==> src/rtl/cass_in_decoder.sv <==
// Laser 310 cassette-input decoder: sync + glitch filter, period measurement, bit pairing, byte framing.
// Optional running checksum output when CASS_DEC_CHKSUM_EN is defined.
//
//   state | meaning
//   HUNT  | shifting bits, comparing each new 8-bit window against SYNC_BYTE
//   DATA  | locked to byte boundary, emitting one byte per 8 bits
module cass_in_decoder #(
    parameter int unsigned FILT_LEN   = 8,
    parameter int unsigned PERIOD_MIN = 500,
    parameter int unsigned SHORT_MAX  = 7000,
    parameter int unsigned LONG_MAX   = 16000,
    parameter logic [7:0]  SYNC_BYTE  = 8'hFE
) (
    input  logic        iCLK_18_4,
    input  logic        iRST,
    input  logic        iCASS_IN,
    input  logic        iENABLE,
    output logic [7:0]  oBYTE,
    output logic        oBYTE_VALID,
    output logic        oSYNC,
    output logic        oGAP,
    output logic        oERR,
    output logic        oLOCKED
`ifdef CASS_DEC_CHKSUM_EN
    ,
    output logic [15:0] oCHKSUM
`endif
);

    localparam logic [7:0]  FILT_LAST = 8'(FILT_LEN - 1);
    localparam logic [15:0] PER_MIN   = 16'(PERIOD_MIN);
    localparam logic [15:0] SHORT_LIM = 16'(SHORT_MAX);
    localparam logic [15:0] LONG_LIM  = 16'(LONG_MAX);
    localparam logic [15:0] GAP_LIM   = 16'(LONG_MAX + 1);

    typedef enum logic {HUNT, DATA} decState_t;

    logic        syncA;
    logic        syncB;
    logic        filtLvl;
    logic [7:0]  filtCnt;
    logic        risePulse;

    logic [15:0] periodCnt;
    logic        armed;
    logic        clsValid;
    logic        clsLong;
    logic        gapHit;

    decState_t   state;
    logic        phase;
    logic [6:0]  bitHist;
    logic [2:0]  bitCnt;
    logic [7:0]  shiftNext;

    // Completed 8-bit window including the bit being decoded this cycle; short+short is a 1.
    assign shiftNext = {bitHist, ~clsLong};

    always_ff @(posedge iCLK_18_4) begin
        if (iRST) begin
            syncA     <= 1'b0;
            syncB     <= 1'b0;
            filtLvl   <= 1'b0;
            filtCnt   <= 8'd0;
            risePulse <= 1'b0;
        end else begin
            syncA     <= iCASS_IN;
            syncB     <= syncA;
            risePulse <= 1'b0;
            if (syncB != filtLvl) begin
                if (filtCnt == FILT_LAST) begin
                    filtLvl   <= ~filtLvl;
                    filtCnt   <= 8'd0;
                    risePulse <= ~filtLvl;
                end else begin
                    filtCnt <= filtCnt + 8'd1;
                end
            end else begin
                filtCnt <= 8'd0;
            end
        end
    end

    // Edge processing wins over the gap check; a cleared counter then restarts the gap timer.
    always_ff @(posedge iCLK_18_4) begin
        if (iRST) begin
            periodCnt <= 16'd0;
            armed     <= 1'b0;
            clsValid  <= 1'b0;
            clsLong   <= 1'b0;
            gapHit    <= 1'b0;
        end else begin
            clsValid <= 1'b0;
            gapHit   <= 1'b0;
            if (periodCnt != 16'hFFFF) begin
                periodCnt <= periodCnt + 16'd1;
            end
            if (!iENABLE) begin
                armed <= 1'b0;
            end else if (risePulse) begin
                if (!armed) begin
                    armed     <= 1'b1;
                    periodCnt <= 16'd0;
                end else if (periodCnt >= PER_MIN) begin
                    periodCnt <= 16'd0;
                    if (periodCnt <= LONG_LIM) begin
                        clsValid <= 1'b1;
                        clsLong  <= (periodCnt >= SHORT_LIM);
                    end
                end
            end else if (armed && (periodCnt == GAP_LIM)) begin
                gapHit <= 1'b1;
                armed  <= 1'b0;
            end
        end
    end

`ifdef CASS_DEC_CHKSUM_EN
    logic [15:0] chkSum;
    assign oCHKSUM = chkSum;
`endif

    always_ff @(posedge iCLK_18_4) begin
        if (iRST) begin
            state       <= HUNT;
            phase       <= 1'b0;
            bitHist     <= 7'd0;
            bitCnt      <= 3'd0;
            oBYTE       <= 8'd0;
            oBYTE_VALID <= 1'b0;
            oSYNC       <= 1'b0;
            oGAP        <= 1'b0;
            oERR        <= 1'b0;
            oLOCKED     <= 1'b0;
`ifdef CASS_DEC_CHKSUM_EN
            chkSum      <= 16'd0;
`endif
        end else begin
            oBYTE_VALID <= 1'b0;
            oSYNC       <= 1'b0;
            oGAP        <= 1'b0;
            oERR        <= 1'b0;
            if (!iENABLE) begin
                state   <= HUNT;
                phase   <= 1'b0;
                bitCnt  <= 3'd0;
                oLOCKED <= 1'b0;
            end else if (gapHit) begin
                oGAP    <= 1'b1;
                state   <= HUNT;
                phase   <= 1'b0;
                bitCnt  <= 3'd0;
                oLOCKED <= 1'b0;
            end else if (clsValid) begin
                if (!phase) begin
                    // A long cycle cannot open a bit pair; stay in phase 0 to resync.
                    if (clsLong) begin
                        oERR <= 1'b1;
                    end else begin
                        phase <= 1'b1;
                    end
                end else begin
                    phase   <= 1'b0;
                    bitHist <= shiftNext[6:0];
                    case (state)
                        HUNT: begin
                            if (shiftNext == SYNC_BYTE) begin
                                oSYNC   <= 1'b1;
                                state   <= DATA;
                                bitCnt  <= 3'd0;
                                oLOCKED <= 1'b1;
`ifdef CASS_DEC_CHKSUM_EN
                                chkSum  <= 16'd0;
`endif
                            end
                        end
                        DATA: begin
                            bitCnt <= bitCnt + 3'd1;
                            if (bitCnt == 3'd7) begin
                                oBYTE       <= shiftNext;
                                oBYTE_VALID <= 1'b1;
`ifdef CASS_DEC_CHKSUM_EN
                                chkSum      <= chkSum + {8'd0, shiftNext};
`endif
                            end
                        end
                        default: state <= HUNT;
                    endcase
                end
            end
        end
    end

endmodule

==> config.mk <==
export PLATFORM = sky130hd
export DESIGN_NAME = cass_in_decoder
export DESIGN_NICKNAME = d
export VERILOG_FILES = /design/src/rtl/cass_in_decoder.sv
export SDC_FILE = /design/constraint.sdc
export NUM_CORES = 1
export LEC_CHECK = 0
export ABC_AREA = 1
export CAP_MARGIN = 20
export CORE_MARGIN = 1
export CORE_UTILIZATION = 30
export CTS_BUF_LIST = sky130_fd_sc_hd__clkbuf_4
export DETAILED_ROUTE_END_ITERATION = 10
export HOLD_SLACK_MARGIN = 0.05
export PLACE_DENSITY = 0.54
export SLEW_MARGIN = 20
export SYNTH_ARGS = -nofsm -noshare
export SYNTH_HDL_FRONTEND = slang
export SYNTH_SLANG_ARGS = --single-unit
==> constraint.sdc <==
create_clock -name iCLK_18_4 -period 1.7 [get_ports iCLK_18_4]
set_input_delay 0.34 -clock iCLK_18_4 [delete_from_list [all_inputs] [get_ports iCLK_18_4]]
set_output_delay 0.34 -clock iCLK_18_4 [all_outputs]
set_load 0.01 [all_outputs]
Word-level counts from Yosys, hierarchy flattened:

Cells that the tools add are included.

* bits in writable memories: 0
* output and inout port bits: 13
* bits in read-only memories: 0
* latch bits: 0
* input bits: 4
* register bits: 57
* memories kept: 0

* $add $sub $neg: 3
* order comparisons: 3
* bitwise gates (word level): 12
* reduce and logical (&&, ||, !) cells: 18
* shift-type cells: 0
* div/mod/pow operators: 0
* equality and inequality tests: 7
* muxes and demuxes: 18
* $mul: 0

Operators with widths (count)
* $mux W16: 5
* $add A16 B1 Y16 const B: 1
* $eq A16 B14 Y1 const B: 1
* $ge A16 B13 Y1 const B: 1
* $ge A16 B9 Y1 const B: 1
* $le A16 B14 Y1 const B: 1
* $ne A16 B16 Y1 const B: 1
* $not A1 Y1: 12
* $reduce_or A3 Y1: 4
* $reduce_or A6 Y1: 2
* $mux W1: 11
* $reduce_or A5 Y1: 2
* $add A8 B1 Y8 const B: 1
* $eq A8 B3 Y1 const B: 1
* $eq A8 B8 Y1 const B: 1
* $reduce_and A4 Y1: 2
* $pmux W3 S2: 1
* $reduce_and A6 Y1: 1
* $reduce_and A5 Y1: 1
* $reduce_and A2 Y1: 2
* $add A3 B1 Y3 const B: 1
* $eq A3 B3 Y1 const B: 1
* $mux W3: 1
* $reduce_and A3 Y1: 1
* 5 further kinds: 5

Logic depth before layout (Yosys ltp):

* word-level depth: 6
* mapped depth: 10
* mapped depth without buffers: 9

Worst setup path after synthesis:

OpenSTA, ideal clock, no wires.

* path type: register to register
* start: reg periodCnt[0]
* end: reg periodCnt[0]
* buffers on the path: 1
* period minus slack after synthesis: 1.452 ns
* arrival time: 1.385 ns
* data required time: 1.634 ns
* path slack: 0.248 ns
* stages on the path, launching flop included: 11
* setup time: 0.066 ns
* path through: dfxtp_1 -> ha_1 -> nand3_2 -> inv_2 -> nand2_2 -> inv_2 -> nand3_4 -> inv_2 -> buf_6 -> nand2_2 -> a21oi_2

* cells in the longest elaborated chain, start to end: 6

Ends and longest elaborated chain
* start, declared: line 44 `logic [15:0] periodCnt;`
* start signal, assigned: line 96 `periodCnt <= periodCnt + 16'd1;`
* $add A16 B1 Y16 or $ne A16 B16 Y1 (tied branches): line 96, 95
* $mux W16: line 95 `if (periodCnt != 16'hFFFF) begin`
* $mux W16: line 104 `end else if (periodCnt >= PER_MIN) begin`
* $mux W16: line 101 `if (!armed) begin`
* $mux W16: line 100 `end else if (risePulse) begin`
* $mux W16 *: line 98 `if (!iENABLE) begin`

Every way passes the cells marked *; elsewhere a longest branch is shown, timed or not.
A chain may end at the register's enable or synchronous reset.

Worst setup path in the final report:

* start: reg oBYTE[5]
* end: out oBYTE[5]

RTL lines
* start, declared: line 18 `output logic [7:0] oBYTE,`
* start signal, assigned: line 180 `oBYTE <= shiftNext;`

No word-level cell between the ends.

==> flow_summary.toml <==
[setup_path]
crit_buf_inv = 1
critical_path.slowest_cell = "clkdlybuf4s50_1"
crit_path_start_kind = "register"
cp.required_ns = 1.36
crit_path_start = "oBYTE[5]"
crit_chain = "clkdlybuf4s50_1"
regToRegStartpoint = "filtCnt[0]"
r2r_cells = 6
end_kind = "primary output"
path_max_fanout = 2
worst-setup-path-type = "register to primary output"
worst-r2r-setup-slack_ns = 0.21
worstReg2RegEnd = "filtLvl"
crit_family = "buffers and inverters"
slowest_delay_ns = 0.55
worstPathArrival_ns = 1.29

[sta]
setup_tns_ns = 0
worst_pin_slew_ns = 0.397
fmax_mhz = 614
min_period_ns = 1.63
finClkSkew_ns = 0.00944
max-slew-margin-rel = 0.734
setup_viol = 0
hold_viol = 0
maxSlewViolCount = 0
rsz0062_at_grt = "false"
timing.final.crit_share = 0.958

[hold_path]
hp-start = "syncA"
hold_depth = 2
hold_path_end = "syncB"
holdCritPathClass = "register to register"

[final_layout]
antenna_cells = 0
design_area_um2 = 3160
fin_nets = 410
area_growth_pct = 21.1
fillers = 874
final_common_cell = "nor2_1"
drive_gt1_frac = 0.111
final_cell_mix = "nor2_1, nand2_1, dfxtp_1"

[yosys]
ys_ff_latch = 57
synth_xor_area_frac = 0.0302
yosys.area_share.simple = 0.336
synthAdderAreaFrac = 0.0288
avgSynthCellArea_um2 = 7.12
synth.mux.area_fraction = 0
yosysWarnings = 0
ys_seq_area_frac = 0.438
synth_nets = 376
syn_area_um2 = 2610
synth_top_family_by_area = "simple AND/OR/NAND/NOR gates"
synthCells = 366
synth-compound-area-share = 0.0821
synth_cell_types = 30

[status]
run_status = "complete, no violations"

[clock_network]
post_cts_buffers = 0
cts_tree = "built"
cts_root_buf = "clkbuf_4"
clkTransAtPathRegs_ns = 0.11
clockBufferDepth = 2
worstSkewPairLatency_ns = 0.39
cts_made_buffers = 9
clock-sinks = 57
h-tree-depth = 3

[flow_run]
cap_violations = 0

[global_route]
grt_usage = 0.140
grt-ovfl-total = 0
grt_pass1_vias = 2240
antenna_found_initial = 0
grt_first_pass_wirelength_mm = 9.75
grt_max_degree = 20

[floorplanning]
start_util = 0.314
die_area_um2 = 9060
row_count = 33
die_h_um = 95.2
die_w_um = 95.2
coreArea_um2 = 8300
io_pins = 17

[power]
ir_drop_uv = 438
leakage_uw = 0.00134
p_per_area_nw_per_um2 = 859

[detailed_routing]
drc = 0
drt-initial-drc-count = 117
antenna_left = 0
wire_per_inst_um = 10.6
finalWirelength_mm = 5.43
drt-pass1-iter-count = 4
vias = 2291
avgViaCountPerCell = 4.49

[place]
place.gp.congestion = 0.904
place_hpwl_mm = 4.02
dpl_cell_area_um2 = 2960
port_buffers = 16
==> cells in the mapped netlist, drive strengths merged <==
library cell,count,area share
a21oi,19,0.039
a31o,1,0.0034
and2,1,0.0024
buf,4,0.012
clkinv,1,0.0014
dfxtp,57,0.44
ha,6,0.029
inv,48,0.072
nand2,68,0.10
nand3,22,0.051
nand4,6,0.014
nor2,88,0.13
nor3,9,0.017
nor3b,3,0.0086
nor4,3,0.0072
o211ai,1,0.0029
o21ai,19,0.036
or2,1,0.0024
xnor2,4,0.013
xor2,5,0.017
==> what timing repair did <==
item	CTS	global route
hold buffers	0	0
resized for setup	0	5
setup endpoints to repair	0	5
==> state kept, by name (all words and copies together), names as in the netlist, 3 cells and up <==
register	flops
periodCnt	16
filtCnt	8
bitHist	7
bitCnt	3
oBYTE	8
==> area by class of cell <==
cell class,instances,area [um2],area share
clock inverters,6,106,0.0337
multi-input cells,256,1240,0.394
well taps,105,131,0.0416
flip-flops and latches,57,1140,0.362
clock buffers,10,75.1,0.0238
inverters,49,191,0.0607
repair buffers,27,268,0.0849
==> report_power, final <==
group	internal, uW	switching, uW
logic	43.4	53.1
registers	1340	7.12
clock network	754	509
==> through the flow <==
stage,setup WS (ns),hold WS (ns),cells,total power [uW],utilization
2_1_floorplan,0.248,0.388,366,1440,-
3_3_place_gp,0.0837,0.393,494,1480,0.357
3_5_place_dp,0.0242,0.405,494,1480,0.357
4_1_cts,0.0303,0.417,510,2760,0.379
5_1_grt,0.000887,0.440,510,2840,0.380
6_report,0.0717,0.412,510,2710,0.380
==> tightest hold or removal path: cells and delay by family (launching register included) <==
family / cells / cell delay, ns
buf+inv: 1 / 0.04
simple gates: 1 / 0.03
flops: 1 / 0.31
==> routing by layer <==
| layer | GRT usage | vias to the layer above | part of all wire |
|---|---|---|---|
| met2 | 0.224 | 42 | 0.45 |
| met1 | 0.168 | 1004 | 0.49 |
| met3 | 0.0502 | 12 | 0.042 |
| li1 | - | 1233 | - |
| met4 | 0.0581 | 0 | 0.020 |
| met5 | 0 | - | 0 |
==> worst max-delay path by stage <==
stage	end	cells past startpoint
after global routing	oBYTE[5]	1
after global placement	oBYTE[0]	7
final	oBYTE[5]	1
after CTS	oBYTE[4]	1
after floorplan	periodCnt[0]	10
after detailed placement	oBYTE[0]	7
==> logic make-up (layout without fill, tap and decap cells) <==
family / Yosys count / after routing
adders and majority gates: 6 / 6
and+or+nand+nor: 201 / 201
DFF: 57 / 57
buffers and inverters: 53 / 92
AOI/OAI and AO/OA: 40 / 40
xor gates and xnor gates: 9 / 9
Power figures use the tool's default switching activity.
